**config.mk**
```make
export PLATFORM = sky130hd
export DESIGN_NAME = mem_copy_engine
export DESIGN_NICKNAME = d
export VERILOG_FILES = /design/src/rtl/mem_copy_engine.sv
export SDC_FILE = /design/constraint.sdc
export NUM_CORES = 1
export LEC_CHECK = 0
export ABC_AREA = 1
export CAP_MARGIN = 10
export CORE_UTILIZATION = 53
export CTS_CLUSTER_SIZE = 25
export DETAILED_ROUTE_END_ITERATION = 10
export GPL_TIMING_DRIVEN = 0
export HOLD_SLACK_MARGIN = 0.05
export PLACE_DENSITY = 0.77
export SYNTH_ARGS = -nofsm -noshare
export SYNTH_HDL_FRONTEND = slang
export SYNTH_SLANG_ARGS = --single-unit
```
**constraint.sdc**
```tcl
create_clock -name clk -period 2.7 [get_ports clk]
set_input_delay 0.675 -clock clk [delete_from_list [all_inputs] [get_ports clk]]
set_output_delay 0.675 -clock clk [all_outputs]
set_load 0.01 [all_outputs]
```
**src/rtl/mem_copy_engine.sv**
```systemverilog
// -----------------------------------------------------------------------------
// mem_copy_engine
//
// Small DMA helper that sits beside the CPU datapath. On a one-cycle start
// request it copies `length` words from `src_addr` to `dst_addr` through the
// data memory port. Each word takes one read cycle and one write cycle. It also
// keeps a running modulo-2^DATABUS_SIZE checksum of every word it moves.
//
// Ports:
//   clk        system clock, rising edge
//   rst_n      asynchronous active-low reset
//   start      copy request, only sampled while idle
//   src_addr   first source word address
//   dst_addr   first destination word address
//   length     number of words to copy (0 is legal)
//   busy       high from start acceptance through the done cycle
//   done       one-cycle completion pulse
//   checksum   sum of the copied words, held until the next accepted start
//   mem_read   registered read strobe to data memory
//   mem_write  registered write strobe to data memory (commits on posedge)
//   address    registered memory address
//   write_data registered memory write data
//   read_data  combinational read data returned by memory
// -----------------------------------------------------------------------------
module mem_copy_engine #(
   parameter int ADDR_BUS_WIDTH = 13,
   parameter int DATABUS_SIZE   = 24
) (
   input  logic                      clk,
   input  logic                      rst_n,
   input  logic                      start,
   input  logic [ADDR_BUS_WIDTH-1:0] src_addr,
   input  logic [ADDR_BUS_WIDTH-1:0] dst_addr,
   input  logic [ADDR_BUS_WIDTH-1:0] length,
   output logic                      busy,
   output logic                      done,
   output logic [DATABUS_SIZE-1:0]   checksum,
   output logic                      mem_read,
   output logic                      mem_write,
   output logic [ADDR_BUS_WIDTH-1:0] address,
   output logic [DATABUS_SIZE-1:0]   write_data,
   input  logic [DATABUS_SIZE-1:0]   read_data
);

   typedef enum logic [1:0] {
      IDLE  = 2'd0,
      READ  = 2'd1,
      WRITE = 2'd2,
      DONE  = 2'd3
   } state_t;

   localparam logic [ADDR_BUS_WIDTH-1:0] ONE = {{(ADDR_BUS_WIDTH-1){1'b0}}, 1'b1};

   state_t                    state_q,      state_d;
   logic                      busy_q,       busy_d;
   logic                      done_q,       done_d;
   logic                      mem_read_q,   mem_read_d;
   logic                      mem_write_q,  mem_write_d;
   logic [ADDR_BUS_WIDTH-1:0] address_q,    address_d;
   logic [DATABUS_SIZE-1:0]   write_data_q, write_data_d;
   logic [DATABUS_SIZE-1:0]   checksum_q,   checksum_d;
   logic [ADDR_BUS_WIDTH-1:0] idx_q,        idx_d;
   logic [ADDR_BUS_WIDTH-1:0] src_q,        src_d;
   logic [ADDR_BUS_WIDTH-1:0] dst_q,        dst_d;
   logic [ADDR_BUS_WIDTH-1:0] len_q,        len_d;

   // ---------------------------------------------------------------------------
   // State and output registers
   // ---------------------------------------------------------------------------
   always_ff @(posedge clk or negedge rst_n) begin
      if (!rst_n) begin
         state_q      <= IDLE;
         busy_q       <= 1'b0;
         done_q       <= 1'b0;
         mem_read_q   <= 1'b0;
         mem_write_q  <= 1'b0;
         address_q    <= '0;
         write_data_q <= '0;
         checksum_q   <= '0;
         idx_q        <= '0;
         src_q        <= '0;
         dst_q        <= '0;
         len_q        <= '0;
      end else begin
         state_q      <= state_d;
         busy_q       <= busy_d;
         done_q       <= done_d;
         mem_read_q   <= mem_read_d;
         mem_write_q  <= mem_write_d;
         address_q    <= address_d;
         write_data_q <= write_data_d;
         checksum_q   <= checksum_d;
         idx_q        <= idx_d;
         src_q        <= src_d;
         dst_q        <= dst_d;
         len_q        <= len_d;
      end
   end

   // ---------------------------------------------------------------------------
   // Next-state and registered-output logic
   // ---------------------------------------------------------------------------
   always_comb begin
      state_d      = state_q;
      busy_d       = busy_q;
      done_d       = 1'b0;
      mem_read_d   = mem_read_q;
      mem_write_d  = mem_write_q;
      address_d    = address_q;
      write_data_d = write_data_q;
      checksum_d   = checksum_q;
      idx_d        = idx_q;
      src_d        = src_q;
      dst_d        = dst_q;
      len_d        = len_q;

      case (state_q)
         IDLE: begin
            if (start) begin
               checksum_d = '0;
               busy_d     = 1'b1;
               if (length != '0) begin
                  src_d      = src_addr;
                  dst_d      = dst_addr;
                  len_d      = length;
                  idx_d      = '0;
                  mem_read_d = 1'b1;
                  address_d  = src_addr;
                  state_d    = READ;
               end else begin
                  // Zero-length copy: no memory traffic, just the done pulse.
                  done_d  = 1'b1;
                  state_d = DONE;
               end
            end
         end

         READ: begin
            // read_data is valid now for address_q = src+idx. The write data
            // register doubles as the captured data word.
            checksum_d   = checksum_q + read_data;
            write_data_d = read_data;
            mem_read_d   = 1'b0;
            mem_write_d  = 1'b1;
            address_d    = dst_q + idx_q;
            state_d      = WRITE;
         end

         WRITE: begin
            // Memory commits the word on the edge that leaves this state.
            mem_write_d = 1'b0;
            if (idx_q == len_q - ONE) begin
               address_d = '0;
               done_d    = 1'b1;
               state_d   = DONE;
            end else begin
               idx_d      = idx_q + ONE;
               mem_read_d = 1'b1;
               address_d  = src_q + idx_q + ONE;
               state_d    = READ;
            end
         end

         DONE: begin
            // start is deliberately not looked at here.
            busy_d  = 1'b0;
            state_d = IDLE;
         end

         default: begin
            state_d = IDLE;
         end
      endcase
   end

   assign busy       = busy_q;
   assign done       = done_q;
   assign checksum   = checksum_q;
   assign mem_read   = mem_read_q;
   assign mem_write  = mem_write_q;
   assign address    = address_q;
   assign write_data = write_data_q;

endmodule

```
==> metrics.yaml <==
outcome:
  outcome: "completed"
cells_and_area:
  fin_util_pct: 69.0
  nets: 1430
  drive_above_1_share_pct: 6.21
  mostFrequentLayoutCell: "nand2_1"
  synthToLayoutAreaGrowth_pct: 26.8
  antennaDiodeCount: 0
  most-common-layout-cells: "380 x nand2_1, 129 x clkdlybuf4s50_1, 119 x inv_1, 119 x dfrtp_1, 100 x nor2_1"
routing:
  post-route-drc-count: 0
  drt_iter0_drc: 519
  wl_per_cell_um: 15.8
  ant_nets: 0
  first_pass_iters: 9
  via_per_inst: 5.46
  num_vias: 8240
  routed_wl_um: 23800
timing:
  min_period_ns: 2.54
  fmax_mhz: 393
  rsz0062_at_grt: "false"
  relSlewSlack_pct: 46.9
  hold_violations: 0
  fin_tns_setup_ns: 0
  finalMaxSlewViolations: 0
  whs_ns: 0.201
  setup_violations: 0
  worst_pin_slew_ns: 0.797
  fin_ws_ns: 0.157
  period_share_pct: 94.2
  clock_skew_ns: 0.00838
worst_setup_path:
  path_class: "in -> reg"
  worst-path-max-fanout: 3
  worst_setup_path_end_kind: "register"
  critPathArrivalTime_ns: 2.89
  worstSetupStartpointType: "primary input"
  cp.required_ns: 3.05
  r2r_cells: 12
global_routing:
  overflow: 0
  first_global_vias: 7832
  grt_pass1_wl_um: 38900
  grt_usage_pct: 31.1
  grt_max_degree: 69
  grt_antenna_before_repair: 0
synthesis:
  ys_warn_count: 0
  synth_seq_area_share_pct: 36.0
  ys_types: 40
  ys_seq_elements: 119
  synth_area_per_cell_um2: 7.14
  netlist_area_um2: 8270
  synth_edf_count: 0
  synthArstFlopShare_pct: 100
  synth_nets: 1279
  synthCells: 1157
  synth_flop_cell: "dfrtp_1"
power:
  pwr_density_cell_nw_per_um2: 1170
  total_power_uw: 12200
  ir_drop_mv: 0.666
  p_leak_uw: 0.00521
die:
  io_pins: 131
  die_h_um: 127
  die_area_um2: 16100
  rows: 45
  die_w_um: 127
  initial_core_util_pct: 54.4
  core_area_um2: 15200
clocking:
  cts_tree: "done"
  clockBufferDepth: 2
  hold_buffers: 0
  worstSkewPairLatency_ns: 0.43
  cts.sinks: 119
  clk_pin_slew_worst_paths_ns: 0.06
  cts_buffers: 17
  root_buffer: "clkbuf_16"
  cts_max_level: 4
placed_design:
  place.gp.congestion: 0.941
  post-place-ws_ns: -0.586
  dp_hpwl_um: 17800
  io_buffers: 130
hold_path:
  hp-class: "in -> async"
job:
  maxCapViolations: 0
==> layer usage <==
layer,track usage [%],routed length (um)
met1,39.8,10300
met2,53.0,11600
met3,5.69,1390
met4,10.4,533
met5,0,0
==> report_power, final <==
part / switching (uW) / internal [uW]
Combinational: 3930 / 2700
Sequential: 606 / 2580
Clock: 821 / 1590
Total: 5360 / 6870
==> worst paths after layout <==
path                                             end                       from  slack, ns
max                         checksum[22]$_DFFE_PN0P_               read_data[0]       0.16
min                             len_q[6]$_DFFE_PN0P_                      rst_n       0.20
max reg2reg                  address[12]$_DFFE_PN0P_       idx_q[0]$_DFFE_PN0P_       0.22
min reg2reg                write_data[5]$_DFFE_PN0P_  write_data[5]$_DFFE_PN0P_       0.47
max in group asynchronous       dst_q[5]$_DFFE_PN0P_                      rst_n       1.78
min in group clk           write_data[5]$_DFFE_PN0P_  write_data[5]$_DFFE_PN0P_       0.47
==> metrics by stage <==
step	std cells	area, um^2
floorplan	1157	8270
global placement	1475	9800
detailed placement	1476	9830
CTS	1507	10500
global route	1508	10500
finish	1508	10500
==> worst max-delay path, cell delays in order <==
cell             delay [ns]
clkdlybuf4s50_1        0.47
ha_1                   0.26
fa_1                   0.39
nand2_1                0.10
nand2_1                0.07
o21ai_2                0.09
o21ai_1                0.15
buf_4                  0.16
nand4_1                0.09
o211ai_1               0.16
nand2_1                0.09
nand2_1                0.04
o21ai_0                0.16
==> cells in the mapped netlist (2+ instances only) <==
cell type	instances	area [um^2]
a21boi_0	3	22.5
mux2_2	24	270
o21a_1	3	22.5
inv_1	119	447
a22o_1	2	17.5
buf_1	4	15.0
o21ai_0	62	310
nor3_1	8	40.0
nor2_1	100	375
nand3b_1	2	15.0
or2_2	2	12.5
o21bai_1	7	52.6
o21ai_1	2	10.0
xnor2_1	10	87.6
xor2_1	22	193
nor4_1	4	25.0
nand2_1	380	1430
nand4_1	28	175
nand3_1	73	365
fa_1	3	60.1
ha_1	53	663
nor2_2	5	31.3
clkbuf_1	20	75.1
inv_2	2	7.51
buf_6	2	22.5
nand3_2	3	30.0
a31oi_1	5	31.3
buf_2	5	25.0
o31ai_1	4	30.0
a22oi_1	2	15.0
a21oi_1	71	355
dfrtp_1	119	2980
==> logic make-up after synthesis <==
logic type               share of synthesized area (%)
AO/OA/AOI/OAI                                     11.0
XOR/XNOR                                          3.39
buffers and inverters                             7.22
multiplexers                                      3.27
flip-flops                                        36.0
AND/OR/NAND/NOR                                   30.4
adder cells (fa/ha/maj)                           8.75
==> layout make-up <==
cell class	count	area, um^2
plain buffers	32	144
multi-input cells	885	4720
clock buffers	23	468
flip-flops and latches	119	2980
clock inverters	8	146
fillers	1318	4720
inverters	121	454
well taps	188	235
repair buffers	132	1340
==> state kept, by name (all words and copies together) (netlist names) <==
| name | cells |
|---|---|
| checksum | 24 |
| write_data | 24 |
| address | 13 |
| dst_q | 13 |
| idx_q | 13 |
| len_q | 13 |
| src_q | 13 |
| state_q | 2 |
| busy | 1 |
| done | 1 |
| mem_read | 1 |
| mem_write | 1 |
==> timing repair <==
| action | in CTS | in global routing |
|---|---|---|
| pin swaps | 0 | 1 |
| setup endpoints to repair | 5 | 57 |
| gates resized for setup | 4 | 10 |
| setup buffers | 0 | 1 |
Power figures use the tool's default switching activity.
